===== config.mk =====
export PLATFORM = sky130hd
export DESIGN_NAME = bram_arbiter
export DESIGN_NICKNAME = d
export VERILOG_FILES = /design/src/rtl/soc_bus_pkg.sv /design/src/rtl/rr_arb2.sv /design/src/rtl/bram_arbiter.sv
export SDC_FILE = /design/constraint.sdc
export NUM_CORES = 1
export LEC_CHECK = 0
export ABC_CLOCK_PERIOD_IN_PS = 3080
export CAP_MARGIN = 0
export CORE_ASPECT_RATIO = 0.7
export CORE_MARGIN = 2
export CORE_UTILIZATION = 41
export CTS_BUF_LIST = sky130_fd_sc_hd__clkbuf_8 sky130_fd_sc_hd__clkbuf_16
export CTS_CLUSTER_SIZE = 14
export DETAILED_ROUTE_END_ITERATION = 10
export GPL_TIMING_DRIVEN = 0
export PLACE_DENSITY_LB_ADDON = 0.05
export SLEW_MARGIN = 20
export SYNTH_ARGS = -nofsm -noshare
export SYNTH_HDL_FRONTEND = slang
export SYNTH_HIERARCHICAL = 1
export SYNTH_SLANG_ARGS = --single-unit

===== constraint.sdc =====
create_clock -name clk -period 3.08 [get_ports clk]
set_input_delay 0.616 -clock clk [delete_from_list [all_inputs] [get_ports clk]]
set_output_delay 0.616 -clock clk [all_outputs]
set_load 0.005 [all_outputs]

===== src/rtl/soc_bus_pkg.sv =====
// Shared bus types for the firmware BRAM path: arbiter state encoding, grant ids,
// request payload and the address range helper.
package soc_bus_pkg;

   localparam int unsigned ADDR_W = 32;
   localparam int unsigned DATA_W = 32;
   localparam int unsigned STRB_W = 4;

   localparam logic [DATA_W-1:0] ERR_WORD_DFLT = 32'hDEAD_BEEF;

   localparam logic GRANT_M0 = 1'b0;
   localparam logic GRANT_M1 = 1'b1;

   typedef enum logic [1:0] {
      ST_IDLE = 2'd0,
      ST_BUSY = 2'd1,
      ST_DONE = 2'd2
   } arb_state_e;

   typedef struct packed {
      logic [ADDR_W-1:0] addr;
      logic [DATA_W-1:0] wdata;
      logic [STRB_W-1:0] wstrb;
   } bus_req_t;

   // Byte address is legal when its word index lies inside the BRAM.
   function automatic logic addr_in_range(input logic [ADDR_W-1:0] addr,
                                          input int unsigned       mem_words);
      logic [ADDR_W-1:0] word_idx;
      word_idx = addr >> 2;
      return word_idx < ADDR_W'(mem_words);
   endfunction

endpackage


===== src/rtl/rr_arb2.sv =====
// Two-way round-robin picker: on a tie the master that was not granted last wins.
// Pure combinational; the caller registers the result.
module rr_arb2
   import soc_bus_pkg::*;
(
   input  logic [1:0] req,
   input  logic       last_grant,
   output logic [1:0] gnt
);

   always_comb begin
      gnt = 2'b00;
      case (req)
         2'b01:   gnt = 2'b01;
         2'b10:   gnt = 2'b10;
         2'b11:   gnt = (last_grant == GRANT_M0) ? 2'b10 : 2'b01;
         default: gnt = 2'b00;
      endcase
   end

endmodule


===== src/rtl/bram_arbiter.sv =====
// Two-master arbiter in front of the single-port firmware BRAM. Forces an idle slave
// cycle between transfers, rejects out-of-range addresses and bounds slave latency.
module bram_arbiter
   import soc_bus_pkg::*;
#(
   parameter int unsigned       MEM_WORDS      = 16384,
   parameter int unsigned       TIMEOUT_CYCLES = 255,
   parameter logic [DATA_W-1:0] ERR_WORD       = ERR_WORD_DFLT
) (
   input  logic              clk,
   input  logic              resetn,

   input  logic              m0_valid,
   output logic              m0_ready,
   input  logic [ADDR_W-1:0] m0_addr,
   input  logic [DATA_W-1:0] m0_wdata,
   input  logic [STRB_W-1:0] m0_wstrb,
   output logic [DATA_W-1:0] m0_rdata,

   input  logic              m1_valid,
   output logic              m1_ready,
   input  logic [ADDR_W-1:0] m1_addr,
   input  logic [DATA_W-1:0] m1_wdata,
   input  logic [STRB_W-1:0] m1_wstrb,
   output logic [DATA_W-1:0] m1_rdata,

   output logic              s_valid,
   input  logic              s_ready,
   output logic [ADDR_W-1:0] s_addr,
   output logic [DATA_W-1:0] s_wdata,
   output logic [STRB_W-1:0] s_wstrb,
   input  logic [DATA_W-1:0] s_rdata,

   output logic              err_sticky,
   input  logic              err_clr
);

   localparam int unsigned TIMER_W = $clog2(TIMEOUT_CYCLES + 2);

   arb_state_e          state_q, state_d;
   bus_req_t            s_req_q, s_req_d;
   logic                s_valid_q, s_valid_d;
   logic                grant_q, grant_d;
   logic                last_grant_q, last_grant_d;
   logic [TIMER_W-1:0]  timer_q, timer_d;
   logic                m0_ready_q, m0_ready_d;
   logic                m1_ready_q, m1_ready_d;
   logic [DATA_W-1:0]   m0_rdata_q, m0_rdata_d;
   logic [DATA_W-1:0]   m1_rdata_q, m1_rdata_d;
   logic                err_q, err_d;

   logic [1:0]          gnt_c;
   bus_req_t            req_c;
   logic                in_range_c;
   logic                timeout_c;
   logic                cmpl_c;
   logic                cmpl_err_c;
   logic                cmpl_gnt_c;
   logic [DATA_W-1:0]   cmpl_data_c;

   rr_arb2 u_rr_arb2 (
      .req        ({m1_valid, m0_valid}),
      .last_grant (last_grant_q),
      .gnt        (gnt_c)
   );

   always_comb begin
      req_c = gnt_c[1] ? bus_req_t'{addr: m1_addr, wdata: m1_wdata, wstrb: m1_wstrb}
                       : bus_req_t'{addr: m0_addr, wdata: m0_wdata, wstrb: m0_wstrb};
   end

   assign in_range_c = addr_in_range(req_c.addr, MEM_WORDS);
   assign timeout_c  = (timer_q == TIMER_W'(TIMEOUT_CYCLES));

   // State register.
   always_ff @(posedge clk or negedge resetn) begin
      if (!resetn) state_q <= ST_IDLE;
      else         state_q <= state_d;
   end

   // Next-state logic.
   always_comb begin
      state_d = state_q;
      case (state_q)
         ST_IDLE: begin
            if (|gnt_c) state_d = in_range_c ? ST_BUSY : ST_DONE;
         end
         ST_BUSY: begin
            if (s_ready || timeout_c) state_d = ST_DONE;
         end
         ST_DONE: state_d = ST_IDLE;
         default: state_d = ST_IDLE;
      endcase
   end

   // Next values of the registered outputs; DONE ignores s_ready since it is the stale BRAM ready.
   always_comb begin
      s_req_d      = s_req_q;
      s_valid_d    = 1'b0;
      grant_d      = grant_q;
      last_grant_d = last_grant_q;
      timer_d      = timer_q;
      m0_ready_d   = 1'b0;
      m1_ready_d   = 1'b0;
      m0_rdata_d   = m0_rdata_q;
      m1_rdata_d   = m1_rdata_q;
      cmpl_c       = 1'b0;
      cmpl_err_c   = 1'b0;
      cmpl_gnt_c   = grant_q;
      cmpl_data_c  = s_rdata;

      case (state_q)
         ST_IDLE: begin
            if (|gnt_c) begin
               grant_d      = gnt_c[1];
               last_grant_d = gnt_c[1];
               s_req_d      = req_c;
               timer_d      = '0;
               if (in_range_c) begin
                  s_valid_d = 1'b1;
               end else begin
                  cmpl_c     = 1'b1;
                  cmpl_err_c = 1'b1;
                  cmpl_gnt_c = gnt_c[1];
               end
            end
         end
         ST_BUSY: begin
            s_valid_d = 1'b1;
            if (s_ready) begin
               cmpl_c = 1'b1;
            end else if (timeout_c) begin
               cmpl_c     = 1'b1;
               cmpl_err_c = 1'b1;
            end else begin
               timer_d = timer_q + TIMER_W'(1);
            end
         end
         default: ;
      endcase

      if (cmpl_c) begin
         s_valid_d = 1'b0;
         if (cmpl_err_c) cmpl_data_c = ERR_WORD;
         if (cmpl_gnt_c == GRANT_M1) begin
            m1_ready_d = 1'b1;
            m1_rdata_d = cmpl_data_c;
         end else begin
            m0_ready_d = 1'b1;
            m0_rdata_d = cmpl_data_c;
         end
      end

      if (cmpl_err_c)   err_d = 1'b1;
      else if (err_clr) err_d = 1'b0;
      else              err_d = err_q;
   end

   // Output and datapath registers.
   always_ff @(posedge clk or negedge resetn) begin
      if (!resetn) begin
         s_req_q      <= '0;
         s_valid_q    <= 1'b0;
         grant_q      <= GRANT_M0;
         last_grant_q <= GRANT_M1;
         timer_q      <= '0;
         m0_ready_q   <= 1'b0;
         m1_ready_q   <= 1'b0;
         m0_rdata_q   <= '0;
         m1_rdata_q   <= '0;
         err_q        <= 1'b0;
      end else begin
         s_req_q      <= s_req_d;
         s_valid_q    <= s_valid_d;
         grant_q      <= grant_d;
         last_grant_q <= last_grant_d;
         timer_q      <= timer_d;
         m0_ready_q   <= m0_ready_d;
         m1_ready_q   <= m1_ready_d;
         m0_rdata_q   <= m0_rdata_d;
         m1_rdata_q   <= m1_rdata_d;
         err_q        <= err_d;
      end
   end

   assign s_valid    = s_valid_q;
   assign s_addr     = s_req_q.addr;
   assign s_wdata    = s_req_q.wdata;
   assign s_wstrb    = s_req_q.wstrb;
   assign m0_ready   = m0_ready_q;
   assign m1_ready   = m1_ready_q;
   assign m0_rdata   = m0_rdata_q;
   assign m1_rdata   = m1_rdata_q;
   assign err_sticky = err_q;

endmodule


-- After elaboration in Yosys (flattened, before gate mapping)
Index checks and enable logic that the tools add are counted.
- add/sub/neg operators: 1
- $lt $le $gt $ge: 1
- equality and inequality tests: 9
- mux-type cells: 32
- bitwise gates (word level): 1
- reduce and logical (&&, ||, !) cells: 10
- operators with widths (cell ; number):
    $mux 68 ; 1
    $mux 32 ; 1
    $lt 30x15->1 const B ; 1
    $mux 9 ; 3
    $pmux 9 s2 ; 1
    $mux 1 ; 17
    $add 9x1->9 const B ; 1
    $eq 9x8->1 const B ; 1
    $mux 2 ; 4
    $ne 2x2->1 const B ; 4
    $reduce_and 2->1 ; 4
    $pmux 1 s2 ; 3
    $pmux 2 s3 ; 1
    $eq 2x1->1 const B ; 2
    $eq 2x2->1 const B ; 2
    $pmux 2 s2 ; 1
    $reduce_and 4->1 ; 1
    $reduce_bool 2->1 ; 2
    $logic_not 2->1 ; 1
    $reduce_or 2->1 ; 1
    $logic_or 1x1->1 ; 1
    $not 1->1 ; 1
- flip-flop bits (word level): 149
- output and inout port bits: 136
- word-level logic and storage cells: 67

-- Logic depth before layout (Yosys ltp)
Gate-level depths: netlist (run 1).
- depth in word-level cells: 9
- gate-level depth with buffers: 10
- gate-level depth less buffers: 9

-- Hierarchy
Netlist (run 1), hierarchy kept.
- by module, submodules not included (module ; times used ; cells each ; area each (um^2) ; seq. area each (um^2)):
    bram_arbiter ; 1 ; 551 ; 6384.9 ; 3729.8
    rr_arb2 ; 1 ; 3 ; 18.8 ; 0.0

-- Least setup slack after synthesis (run 1)
Ideal clock, no wire load.
- path type: input to register
- from: in m1_valid
- to: reg m1_rdata_q[28], in the netlist m1_rdata[28]
- setup time: 126 ps
- arrival: 2093 ps
- data required time: 2954 ps
- path slack: 861 ps
- stages on the path: 7
- path buffers: 2
- cells stage by stage: a21boi_0 buf_2 or3b_4 a41oi_4 nor2_2 buf_2 o32a_1
- longest elaborated chain between the ends: 8
- elaborated cells on any way between the ends: 16
- those cells by class: order compare: 1; eq/ne: 3; mux: 10; reduce/logical: 2
- RTL lines (item ; line ; text):
    start, declared ; bram_arbiter.sv:20 ; input logic m1_valid,
    $eq 2x2->1 or $eq 2x1->1 (tied branches) ; rr_arb2.sv:13 ; case (req)
    $pmux 2 s3 * ; rr_arb2.sv:13 ;
    $mux 68 ; bram_arbiter.sv:68 ; req_c = gnt_c[1] ? bus_req_t'{addr: m1_addr, wdata: m1_wdata, wstrb: m1_wstrb}
    $lt 30x15->1 ; soc_bus_pkg.sv:31 ; return word_idx < ADDR_W'(mem_words);
    $mux 1 ; bram_arbiter.sv:119 ; if (in_range_c) begin
    $mux 1 ; bram_arbiter.sv:114 ; if (|gnt_c) begin
    $pmux 1 s2 or $mux 1 (tied branches) ; bram_arbiter.sv:112 ; case (state_q)
    $mux 32 or $reduce_and 2->1 (tied branches) ; -- ;
    end signal, assigned ; bram_arbiter.sv:181 ; m1_rdata_q <= m1_rdata_d;
    end, declared ; bram_arbiter.sv:49 ; logic [DATA_W-1:0] m1_rdata_q, m1_rdata_d;
Mark *: on every way between the ends. The rest lies on a longest branch, timed or not.
A chain may end at the register's enable or synchronous reset.

-- Worst setup path in the final report (run 1)
- from: in m1_valid
- to: reg s_req_q (netlist bit s_wdata[4])
- longest elaborated chain between the ends: 4
- elaborated cells on any way between the ends: 7
- those cells by class: eq/ne: 3; mux: 2; reduce/logical: 2
- RTL lines (item ; line ; text):
    $eq 2x2->1 or $eq 2x1->1 (tied branches) ; rr_arb2.sv:13 ;
    $pmux 2 s3 * ; rr_arb2.sv:13 ;
    via gnt_c[1] ; bram_arbiter.sv:52 ; logic [1:0] gnt_c;
    $reduce_or 2->1 ; bram_arbiter.sv:114 ;
    $reduce_and 2->1 (no source line) ; -- ;
    end signal, assigned ; bram_arbiter.sv:173 ; s_req_q <= s_req_d;
    end, declared ; bram_arbiter.sv:41 ; bus_req_t s_req_q, s_req_d;
The timed path passes the listed nets; every way through them passes the cells marked *.

==> results of run 1 <==
[cells by family (layout without fill, tap and decap cells)]
kind of cell | after synthesis | after routing | synth area share [%]
flops | 149 | 149 | 58.2
buf+inv | 55 | 397 | 3.61
mux | 70 | 70 | 11.0
simple gates | 127 | 127 | 9.50
xor+xnor | 3 | 3 | 0.410
fa+ha+maj | 2 | 2 | 0.391
other cells | 0 | 1 | 0
compound gates | 148 | 148 | 16.9
[layout by cell type, fill, tap and decap left out, types with 3 or more instances in the layout]
| cell | netlist | layout |
|---|---|---|
| clkdlybuf4s50_1 | 0 | 308 |
| dfrtp_1 | 148 | 148 |
| nor2_1 | 75 | 75 |
| a21oi_1 | 71 | 71 |
| mux2i_1 | 69 | 69 |
| o32a_1 | 48 | 48 |
| clkbuf_1 | 24 | 24 |
| nand2_1 | 20 | 20 |
| clkbuf_16 | 0 | 17 |
| buf_2 | 14 | 14 |
| inv_1 | 11 | 12 |
| o22ai_1 | 8 | 8 |
| o2bb2ai_1 | 8 | 8 |
| bufinv_16 | 0 | 7 |
| nor4_1 | 4 | 4 |
| nand4_1 | 4 | 4 |
| nor4_2 | 4 | 4 |
| buf_1 | 3 | 3 |
| o31ai_1 | 3 | 3 |
| or4_1 | 3 | 3 |
| xor2_1 | 3 | 3 |
| clkinv_2 | 0 | 3 |
[cell usage after synthesis, drive strengths merged (4+ instances only)]
master   number
o2bb2ai       8
mux2i        69
o22ai         8
nor2         76
inv          12
dfrtp       148
buf          19
a21oi        73
nor4          8
o32a         48
nand2        20
nand4         4
clkbuf       24
[final timing paths]
check,startpoint,end,slack (ps),cells after the start
min in group clk,last_grant_q,last_grant_q,470,2
setup / recovery,m1_valid,s_wdata[4],380,9
hold / removal,resetn,timer_q[3],150,1
setup reg to reg,timer_q[0],timer_q[7],610,9
max in group asynchronous,resetn,s_wdata[16],2170,2
hold reg to reg,last_grant_q,last_grant_q,470,2
[layer usage]
layer	GRT usage, %	vias to the layer above	part of all wire (%)
met2	41.9	219	49
met5	0	-	0
met1	31.2	2837	41
met4	11.7	0	3.0
li1	-	2690	-
met3	8.10	41	7.2
[sequential cells by signal, indices dropped and copies added (netlist names), 2 cells and up]
name / flops
s_wstrb: 4
m0_rdata: 32
s_wdata: 32
timer_q: 9
s_addr: 32
m1_rdata: 32
state_q: 2
[power by group]
part / leakage (nW) / internal, mW / switching [mW]
Sequential: 1.62 / 2.43 / 0.266
Clock: 0.345 / 1.62 / 0.812
Combinational: 2.17 / 1.40 / 1.30
Total: 4.14 / 5.45 / 2.38
[critical path: stages]
cell and delay [ps]:
clkdlybuf4s50_1 490, a21boi_0 160, buf_2 270, or2_2 180, and2_1 120, clkbuf_1 410
buf_2 340, buf_2 270, a21oi_1 120
[through the flow]
step / std cells / util (%)
after CTS: 1096 / 68.0
after global routing: 1097 / 68.0
after detailed placement: 1064 / 63.5
after global placement: 1063 / 63.3
final: 1097 / 68.0
after floorplan: 554 / -
[area by class of cell]
class | count | area share, %
Antenna cell | 1 | 0.0239
Buffer | 43 | 1.78
Clock buffer | 18 | 4.19
Clock inverter | 14 | 2.44
Inverter | 12 | 0.430
Multi-Input combinational cell | 350 | 23.3
Sequential cell | 149 | 35.6
Tap cell | 200 | 2.39
Timing Repair Buffer | 310 | 29.8
==> key figures, run 1 <==
Run status
  – Outcome: finished clean

Layout
  – Layout Nets: 1059
  – Area of the multi-input gates: 2440 µm²
  – Share of cells above drive strength 1: 7.03%
  – Final Cell Area: 10500 µm²
  – Register area: 3730 µm²
  – Syn-to-layout area delta: 63.6%
  – Fill cells: 1146

Place
  – Placement Setup Slack: -46.2 ps
  – RePlAce Congestion: 0.839
  – DP Area: 9780 µm²
  – PortBufs: 309
  – Placed wire-length estimate: 16.0 mm

Floorplan
  – Num ports: 310
  – Die Wd: 153 µm
  – CORE AREA: 15400 µm²
  – Floorplan row count: 38
  – Initial Util: 41.6%
  – Die H: 109 µm
  – Die area: 16700 µm²

Global routing
  – Vias in the first global route: 6113
  – Initial antenna violation count: 1
  – Congestion Overflow GR: 0
  – First-pass GRT wire length: 32.8 mm
  – Tot GR Track Use: 25.5%
  – Largest net degree at the start of global routing: 82

Timing
  – Worst-Margin Slew: 799 ps
  – Final setup viols: 0
  – Final hold viol count: 0
  – Hold slack: 146 ps
  – Final Skew: 13.2 ps
  – Peak Freq: 0.370 GHz
  – Final slew viol count: 0
  – Min Clock Period, post-route: 2700 ps
  – Setup TNS: 0 ps
  – Worst setup margin: 381 ps
  – Relative slew slack: 46.7%
  – Fin crit share: 87.6%
  – Unrepaired setup endpoints after global routing: no

Detailed routing
  – Avg WL per Cell: 19.2 µm
  – DRT Pass-1 Iters: 4
  – DRT iter0 DRCs: 314
  – Vias: 5787
  – Routed vias/inst: 5.28
  – DRC viols: 0
  – DRT Wirelength: 21.0 mm
  – Final ANT Viol Nets: 0

Yosys
  – Synth Register Bits: 149
  – Post-synth EDFFs: 0
  – Yosys top cell area share: 57.8%
  – Synth Flop Type: dfrtp_1
  – Yosys Warn Count: 6
  – Synth Area per Inst: 11.6 µm²
  – Mapped Cells: 554
  – Area leader, netlist: dfrtp_1
  – Cell variety after synth: 44
  – Synth top area cells: dfrtp_1 58%, mux2i_1 11%, o32a_1 7.5%
  – Register area share after synthesis: 58.2%
  – Post-Syn Area: 6400 µm²
  – FFs w/ async S/R, synth: 100%
  – Syn Nets: 730

Clocking
  – Clk sinks: 149
  – CTS resizes: 0
  – CTS tree: yes
  – Setup Fix Bufs, Post-CTS: 0
  – Hold-fix buffer count after cts: 0
  – Clk root buf: clkbuf_16
  – Max clock buf depth: 2
  – Clk_lat worst skew: 430 ps
  – H-tree levels: 4
  – CTS buffer count: 17
  – Clock slew at reported path FFs: 60 ps

Job
  – # Max-Cap Violations: 0

Worst hold path
  – HP Class: in2async

Setup path
  – Kind of critical path: in2reg
  – WP data arrival: 2990 ps
  – CP required: 3370 ps
  – Crit end category: register
  – Critical path peak fanout: 10
  – Crit start category: input port

Pwr
  – Pwr Density: 747 nW/µm²
  – Worst VDD drop: 0.378 mV
  – Leakage: 4.14 nW
  – Total power: 7.83 mW
Power figures use the tool's default switching activity.
==> run 2: changes to the inputs <==
--- a/config.mk
+++ b/config.mk
@@ -9,11 +9,10 @@
 export CAP_MARGIN = 0
 export CORE_ASPECT_RATIO = 0.7
 export CORE_MARGIN = 2
-export CORE_UTILIZATION = 41
-export CTS_BUF_LIST = sky130_fd_sc_hd__clkbuf_8 sky130_fd_sc_hd__clkbuf_16
+export CORE_UTILIZATION = 42
+export CTS_BUF_LIST = sky130_fd_sc_hd__clkbuf_8
 export CTS_CLUSTER_SIZE = 14
 export DETAILED_ROUTE_END_ITERATION = 10
-export GPL_TIMING_DRIVEN = 0
 export PLACE_DENSITY_LB_ADDON = 0.05
 export SLEW_MARGIN = 20
 export SYNTH_ARGS = -nofsm -noshare
==> run 2 against run 1 <==
  * Sequential cell count unchanged
  * Die area decreased by 2.3%
  * Critical path depth decreased by 3
  * Cell area decreased by 3.1%
  * Sequential share of layout area increased by 1.1 points
  * Clock skew increased by 3.1 ps
  * Worst setup slack improved by 160 ps
  * Combinational power decreased by 3%
  * Register-to-register slack improved by 80 ps
  * Clock power decreased by 36%
  * Hold slack got worse by 0.91 ps
  * Core utilization increased by 0.52 points
  * Critical endpoint is now s_wdata[15]
  * Largest cell class unchanged
==> key figures, run 2 (same netlist as run 1, synthesis figures left out) <==
Run status
  – Outcome: finished clean

Clocking
  – H-tree levels: 4 (unchanged)
  – Max clock buf depth: 2 (unchanged)
  – CTS resizes: 0 (unchanged)
  – Clk root buf: clkbuf_8
  – CTS tree: yes
  – Setup Fix Bufs, Post-CTS: 0 (unchanged)
  – CTS buffer count: 17 (unchanged)
  – Clk sinks: 149 (unchanged)
  – Hold-fix buffer count after cts: 0 (unchanged)
  – Clk_lat worst skew: 430 ps (about the same)
  – Clock slew at reported path FFs: 90 ps (+30 ps)

Timing
  – Unrepaired setup endpoints after global routing: no
  – Peak Freq: 0.394 GHz (+6.3%)
  – Relative slew slack: 55.3% (+8.6 points)
  – Worst setup margin: 542 ps (+161 ps)
  – Final hold viol count: 0 (unchanged)
  – Fin crit share: 82.4% (-5.2 points)
  – Setup TNS: 0 ps (unchanged)
  – Min Clock Period, post-route: 2540 ps (-161 ps)
  – Worst-Margin Slew: 669 ps (-130 ps)
  – Final setup viols: 0 (unchanged)
  – Final Skew: 16.3 ps (+3.12 ps)
  – Final slew viol count: 0 (unchanged)

Setup path
  – FF-to-FF setup slack: 690 ps (+80 ps)
  – Crit end category: register
  – WP data arrival: 2850 ps (-140 ps)
  – Crit start category: input port
  – Kind of critical path: in2reg
  – Critical path peak fanout: 37 (+27)
  – CP required: 3390 ps (+20 ps)

Pwr
  – Worst VDD drop: 0.440 mV (+16%)
  – Switching Share: 32.3% (+2.0 points)
  – Leakage: 3.98 nW (-3.8%)
  – Clk pwr share: 22.6% (-8.5 points)
  – Pint: 4.64 mW (-15%)
  – Sw power: 2.22 mW (-6.7%)
  – Sequential power share: 39.3% (+4.9 points)
  – Pwr Density: 675 nW/µm² (-9.6%)
  – Comb pwr share: 38.1% (+3.6 points)
  – Total power: 6.85 mW (-12%)

Floorplan
  – Num ports: 310 (unchanged)
  – Die area: 16300 µm² (-2.3%)
  – Floorplan row count: 37 (-2.6%)
  – Die Wd: 152 µm (-1.2%)
  – Die H: 107 µm (-1.2%)
  – Initial Util: 43.2% (+1.7 points)
  – CORE AREA: 14800 µm² (-3.8%)

Job
  – # Max-Cap Violations: 0 (unchanged)

Global routing
  – Vias in the first global route: 5837 (-4.5%)
  – Largest net degree at the start of global routing: 71 (-13%)
  – Congestion Overflow GR: 0 (unchanged)
  – Initial antenna violation count: 1 (unchanged)
  – First-pass GRT wire length: 30.2 mm (-7.9%)
  – Tot GR Track Use: 24.2% (-1.3 points)

Detailed routing
  – Avg WL per Cell: 18.4 µm (-4.2%)
  – Final ANT Viol Nets: 0 (unchanged)
  – DRT Pass-1 Iters: 6 (+2)
  – DRT Wirelength: 19.5 mm (-7.2%)
  – DRC viols: 0 (unchanged)
  – DRT iter0 DRCs: 327 (+4.1%)
  – Vias: 5569 (-3.8%)
  – Routed vias/inst: 5.24 (-0.69%)

Place
  – Placed wire-length estimate: 14.5 mm (-9.2%)
  – PortBufs: 309 (unchanged)
  – Placement Setup Slack: 32.0 ps (+78.3 ps)
  – RePlAce Congestion: 0.859 (+2.5%)

Layout
  – Syn-to-layout area delta: 58.5%
  – Commonest cells after routing, fill and taps aside: 308 x clkdlybuf4s50_1, 148 x dfrtp_1, 75 x nor2_1
  – Layout Nets: 1033 (-2.5%)
  – Diodes inserted: 0 (-1)
  – Share of cells above drive strength 1: 7.49% (+0.46 points)
  – Most common cell after layout, fill and taps aside: clkdlybuf4s50_1

Worst hold path
  – HP Class: in2async
## run 2: cell types whose count changed in the layout (fill, tap and decap cells not counted), sizes merged, moves of 2 or more
cell,change
bufinv,-4
clkinvlp,+4
clkbuf,-24
buf,-2
## run 2: per-layer routing
metal  wire length (µm)  share of wire [%]  GRT usage (%)
met3               1670                8.6           10.1
met2               9760                 50           40.9
met4                603                3.1           8.66
met5                 16              0.082              0
met1               7480                 38           27.8
## run 2: cell type report
class / instances / area, µm²
tap: 195 / 244
multi-input combinational: 350 / 2460
inverter: 12 / 45.0
sequential: 149 / 3730
clock inverter: 12 / 156
timing repair buffer: 327 / 3270
clock buffer: 18 / 248
fill: 1129 / 4660
## run 2: path summary, 6_finish.rpt
path	cells after the start	start	end
min in group clk	1	m0_rdata[7]	m0_rdata[7]
setup / recovery	6	m1_valid	s_wdata[15]
setup reg to reg	8	timer_q[0]	timer_q[7]
hold reg to reg	1	m0_rdata[7]	m0_rdata[7]
max in group asynchronous	2	resetn	s_wdata[22]
hold / removal	1	resetn	s_wdata[10]
## run 2: power groups by stage
stage / clock, mW / combinational [mW] / sequential, mW
2_1_floorplan: 0 / 1.03 / 2.74
6_report: 1.55 / 2.61 / 2.70
5_1_grt: 1.67 / 2.82 / 2.76
3_5_place_dp: 0 / 2.62 / 2.73
3_3_place_gp: 0 / 2.58 / 2.70
4_1_cts: 1.59 / 2.63 / 2.70
## run 2: metrics by stage
| stage | instance area, µm² | hold slack (ps) | util (%) | cells |
|---|---|---|---|---|
| global route | 10200 | 151 | 68.5 | 1063 |
| global placement | 9740 | 463 | 65.8 | 1033 |
| CTS | 10100 | 144 | 68.5 | 1063 |
| detailed placement | 9740 | 487 | 65.8 | 1033 |
| finish | 10200 | 146 | 68.5 | 1063 |
| floorplan | 6400 | 320 | - | 554 |
## run 2: worst max-delay path, stage by stage
cell             delay (ps)
clkdlybuf4s50_1         490
a21boi_4                170
buf_4                   480
buf_4                   630
mux2i_1                 310
a21oi_1                 100
==> RTL edit 1: new RTL, settings of run 2 <==
`m0_rdata_q` and `m1_rdata_q` no longer have a reset.
--- a/src/rtl/bram_arbiter.sv
+++ b/src/rtl/bram_arbiter.sv
@@ -167,6 +167,4 @@
          m0_ready_q   <= 1'b0;
          m1_ready_q   <= 1'b0;
-         m0_rdata_q   <= '0;
-         m1_rdata_q   <= '0;
          err_q        <= 1'b0;
       end else begin
@@ -178,8 +176,11 @@
          m0_ready_q   <= m0_ready_d;
          m1_ready_q   <= m1_ready_d;
-         m0_rdata_q   <= m0_rdata_d;
-         m1_rdata_q   <= m1_rdata_d;
          err_q        <= err_d;
       end
+   end
+
+   always_ff @(posedge clk) begin
+      m0_rdata_q <= m0_rdata_d;
+      m1_rdata_q <= m1_rdata_d;
    end
 
Formal check against the unedited RTL: not equivalent (a bounded check fails within 4 cycles, from zero or initial values and one cycle with resetn low).
==> RTL edit 1 against run 2 <==
  * Cell area shrank 2.0%
  * Core utilization increased by 2.0 points
  * Critical path depth up 1
  * Final cell count decreased by 5.3%
  * Non-clock buffer count is 7 lower
  * Power rose by 12%
  * Sequential cell count unchanged
  * Setup slack improved by 19 ps
  * Synthesized area shrank 4.1%
  * First-iteration DRC count fell by 38%
  * Count of clock-buffer cells in the layout down 1
  * Routed wire length shrank 13%
  * Largest power group unchanged
==> RTL edit 1: results (changes against run 2) <==
yosys:
  leading_post_synthesis_cells_by_instance_count: "84 x dfrtp_1, 81 x nand2_1, 73 x o21ai_0"
  synth.area.top_cells: "dfrtp_1 34%, edfxtp_1 31%, mux2i_1 11%, o21ai_0 5.9%, nand2_1 5.0%"
  synth_edf_count: 64  # +64
  postSynthNetCount: 667  # -8.6%
  synthArstFlopShare_pct: 57.0  # -43 points
  post_synth_inst_count: 491  # -11%
  seq_area_frac_synth_pct: 65.9  # +7.7 points
  synth_warnings: 6  # unchanged
  synth.lib_cells_used.distinct: 38  # -14%
clock_network:
  cts_post_setup_buffers_inserted: 0  # unchanged
timing:
  max-slew-margin-rel_pct: 38.2  # -17 points
  timing.clock.skew_ps: 11.2  # -5.11 ps
drt:
  avgViaCountPerCell: 4.82  # -8.0%
  drt-initial-drc-count: 202  # -38%
  router_iterations_before_antenna_repair: 4  # -2
  route.detailed.wl_per_inst_um: 16.8  # -8.4%
critical_path:
  timing.critical_path.arrival_ps: 2660  # -190 ps
  worstPathMaxFanout: 22  # -41%
  slowest_delay_ps: 670  # +40 ps
  worst_path_dominant_cell_family: "compound AO/OA/AOI/OAI gates"
  critPathSlowestCell: "o21ai_4"
layout:
  num-fill-cells: 999  # -12%
  final_cells: 1007  # -5.3%
  drive_above_1_share_pct: 6.24  # -1.2 points
  layout.nets: 980  # -5.1%
grt:
  antenna_found_initial: 0  # -1
  grt_start_max_net_pins: 79  # +11%
  first_global_vias: 5048  # -14%
  grt_pass1_wl_mm: 26.2  # -13%
  grtUsageTotal_pct: 22.0  # -2.3 points
run_status:
  status: "completed"
placed_design:
  cell_count_after_placement: 973  # -5.8%
  gp_congestion: 0.866  # +0.81%
  dp.final_hpwl_mm: 12.9  # -11%
power_and_ir_drop:
  vdd.ir_drop.worst_mv: 0.407  # -7.5%
  power.internal_mw: 5.28  # +14%
  leakagePower_nw: 3.98  # about the same
-- RTL edit 1: changes by cell type after synthesis, sizes merged, moves of 48 or more --
cell,before,now
o32a,48,0
o21ai,2,73
a21oi,73,2
nand2,20,81
nor2,76,7
edfxtp,0,64
dfrtp,148,84
-- RTL edit 1: final timing paths --
path,start,to,slack (ps),cells past startpoint
max,timer_q[0],m1_rdata[25],560,7
min,resetn,s_addr[20],130,1
max reg2reg,timer_q[0],m1_rdata[25],560,7
min reg2reg,s_wdata[11],s_wdata[11],480,2
max in group asynchronous,resetn,s_addr[6],2240,2
min in group clk,s_wdata[11],s_wdata[11],480,2
-- RTL edit 1: final cells by class --
class / instances / area share [%]
Sequential cell: 149 / 40.7
Timing Repair Buffer: 320 / 32.6
Multi-Input combinational cell: 310 / 20.1
Tap cell: 190 / 2.39
Clock buffer: 17 / 2.35
Clock inverter: 15 / 1.69
Inverter: 6 / 0.226
-- RTL edit 1: power by group through the flow --
stage / Sequential (mW) / Clock (mW) / Combinational (mW)
after CTS: 3.17 / 1.56 / 2.99
after floorplan: 3.25 / 0 / 0.988
after global routing: 3.25 / 1.63 / 3.25
after global placement: 3.18 / 0 / 2.93
final: 3.16 / 1.53 / 2.98
after detailed placement: 3.21 / 0 / 2.98
-- RTL edit 1: routing by layer --
layer  vias to the layer above  global-route usage (%)  routed length [um]
met5                         -                       0                   0
met4                         0                    10.6                 599
met3                        39                    6.68                1260
met2                       183                    36.9                8380
met1                      2259                    25.8                6710
li1                       2374                       -                   -
-- RTL edit 1: stage by stage --
stage	utilization, %	power [mW]	worst slack, ps	hold slack (ps)	instance area [um^2]
3_3_place_gp	67.4	6.10	199	461	9500
6_report	70.5	7.66	561	125	9950
3_5_place_dp	67.4	6.18	155	469	9500
2_1_floorplan	-	4.24	-758	320	6140
5_1_grt	70.5	8.14	383	144	9950
4_1_cts	70.2	7.72	439	127	9900
-- RTL edit 1: cells by family (layout without fill, tap and decap cells) --
| group | count (synthesis) | in the layout | synth area share (%) |
|---|---|---|---|
| XOR/XNOR | 3 | 3 | 0.428 |
| buffers and inverters | 32 | 358 | 2.42 |
| multiplexers | 71 | 71 | 11.6 |
| AND/OR/NAND/NOR | 151 | 151 | 12.0 |
| flip-flops | 149 | 149 | 65.9 |
| AO/OA/AOI/OAI | 83 | 83 | 7.23 |
| adder cells (fa/ha/maj) | 2 | 2 | 0.407 |
==> RTL edit 2: new RTL, flow settings as in run 2 <==
Made on the original files. Set the package constant `DATA_W` to 48 (it was 32).
--- a/src/rtl/soc_bus_pkg.sv
+++ b/src/rtl/soc_bus_pkg.sv
@@ -4,5 +4,5 @@
 
    localparam int unsigned ADDR_W = 32;
-   localparam int unsigned DATA_W = 32;
+   localparam int unsigned DATA_W = 48;
    localparam int unsigned STRB_W = 4;
 
Ports: changed (6 resized); port bits go from 310 to 406. No check against the original RTL was run, so the function may have changed too.
==> RTL edit 2 against run 2 <==
  * Routed wire length up 35%
  * Die area up 29%
  * Sequential share of layout area rose by 0.87 points
  * Cell area rose by 29%
  * Setup slack gained 83 ps
  * Final cell count is 29% higher
  * Clock power up 15%
  * Sequential cell count rose by 48
  * Power is 24% higher
  * Via count rose by 27%
  * Synthesized area grew 30%
  * Largest cell class unchanged
  * Largest power group unchanged
  * Highest routed layer is now met4
==> RTL edit 2: results (changes against run 2) <==
run_status:
  status: "completed"
yosys:
  leading_post_synthesis_cells_by_instance_count: "196 x dfrtp_1, 92 x nor2_1, 87 x a21oi_1"
  postSynthNetCount: 931  # +28%
  synth_xor_area_share_pct: 0.317  # -0.094 points
  synth.lib_cells_used.distinct: 43  # -2.3%
  post_synthesis_compound_gate_area_fraction_pct: 17.4  # +0.48 points
  post_synth_inst_count: 707  # +28%
  synthAdderAreaFrac_pct: 0.302  # -0.089 points
  multiplexer_share_of_the_synthesized_area_pct: 10.4  # -0.57 points
  synth.area.top_cells: "dfrtp_1 59%, mux2i_1 10%, o32a_1 5.8%, a21oi_1 5.2%, o2bb2ai_1 5.1%"
  seq_area_frac_synth_pct: 59.5  # +1.2 points
placed_design:
  dp.final_hpwl_mm: 19.3  # +33%
  pre_cts_ws_ps: 152  # +120 ps
  place_area_mm2: 0.0127  # +30%
  gp_congestion: 0.873  # +1.6%
  cell_count_after_placement: 1334  # +29%
  number_of_buffers_added_on_ports: 405  # +31%
drt:
  router_iterations_before_antenna_repair: 7  # +1
  postRouteWirelength_mm: 26.5  # +35%
  drt-initial-drc-count: 541  # +65%
  route.detailed.wl_per_inst_um: 19.4  # +5.4%
  detailroute.wirelength.met3_mm: 2.21  # +32%
  highest_routed_layer: "met4"
  via_count: 7098  # +27%
  wl_met1_mm: 11.0  # +48%
  met2_wirelength_mm: 12.7  # +30%
timing:
  max-slew-margin-rel_pct: 57.0  # +1.7 points
  hold-worst-slack_ps: 150  # +4.33 ps
  period_minus_slack_ps: 2450  # -83.5 ps
  timing.clock.skew_ps: 23.9  # +7.62 ps
clock_network:
  clock_insertion_delay_worst_skew_ps: 470  # +40 ps
  post_cts_resize_count: 0  # unchanged
  clock_tree.root_cell: "clkbuf_8"
  cts_clock_pin_slew_for_the_worst_setup_and_hold_paths_ps: 110  # +20 ps
grt:
  grtUsageMet3_pct: 8.64  # -1.4 points
  global_route.usage.met1_pct: 32.9  # +5.1 points
  global_route.usage.met2_pct: 42.0  # +1.2 points
  antenna_found_initial: 0  # -1
  grt_pass1_wl_mm: 41.2  # +36%
  grt_start_max_net_pins: 78  # +9.9%
  grtUsageTotal_pct: 25.6  # +1.4 points
  first_global_vias: 7303  # +25%
critical_path:
  crit_path_end: "m0_rdata[27]"
  timing.critical_path.arrival_ps: 2810  # -40 ps
  critPathLaunch: "m0_addr[23]"
  rr_worst_depth: 9  # +1
  worstPathMaxFanout: 25  # -32%
  crit-reg2reg-launch: "timer_q[3]"
power_and_ir_drop:
  vdd.ir_drop.worst_mv: 0.337  # -23%
  power.internal_mw: 5.60  # +21%
  power.clock.total_mw: 1.78  # +15%
  power_mw: 8.53  # +24%
  power.sequential.total_mw: 3.53  # +31%
  leakagePower_nw: 5.15  # +29%
layout:
  drive_above_1_share_pct: 5.90  # -1.6 points
[RTL edit 2: cell types whose count changed in the layout (fill, tap and decap cells not counted), moves of 5 or more]
cell and delta:
clkdlybuf4s50_1 +96, dfrtp_1 +47, o2bb2ai_1 +40, nand2_1 +17, nor2_1 +17, a21oi_1 +16
mux2i_1 +16, inv_1 -9, o22ai_1 -8, buf_4 -7, clkinv_8 +7, buf_12 +5
[RTL edit 2: critical path, stage by stage]
cell             delay, ps
clkdlybuf4s50_1        460
nor4_1                 570
buf_4                  210
and4_1                 240
o21a_1                 220
inv_2                  230
o32a_1                 240
[RTL edit 2: cell type report]
| type | instances | area, um^2 |
|---|---|---|
| Clock buffer | 17 | 234 |
| Timing Repair Buffer | 421 | 4280 |
| Fill cell | 1509 | 6020 |
| Tap cell | 264 | 330 |
| Clock inverter | 15 | 211 |
| Sequential cell | 197 | 4930 |
| Inverter | 4 | 15.0 |
| Multi-Input combinational cell | 448 | 3110 |
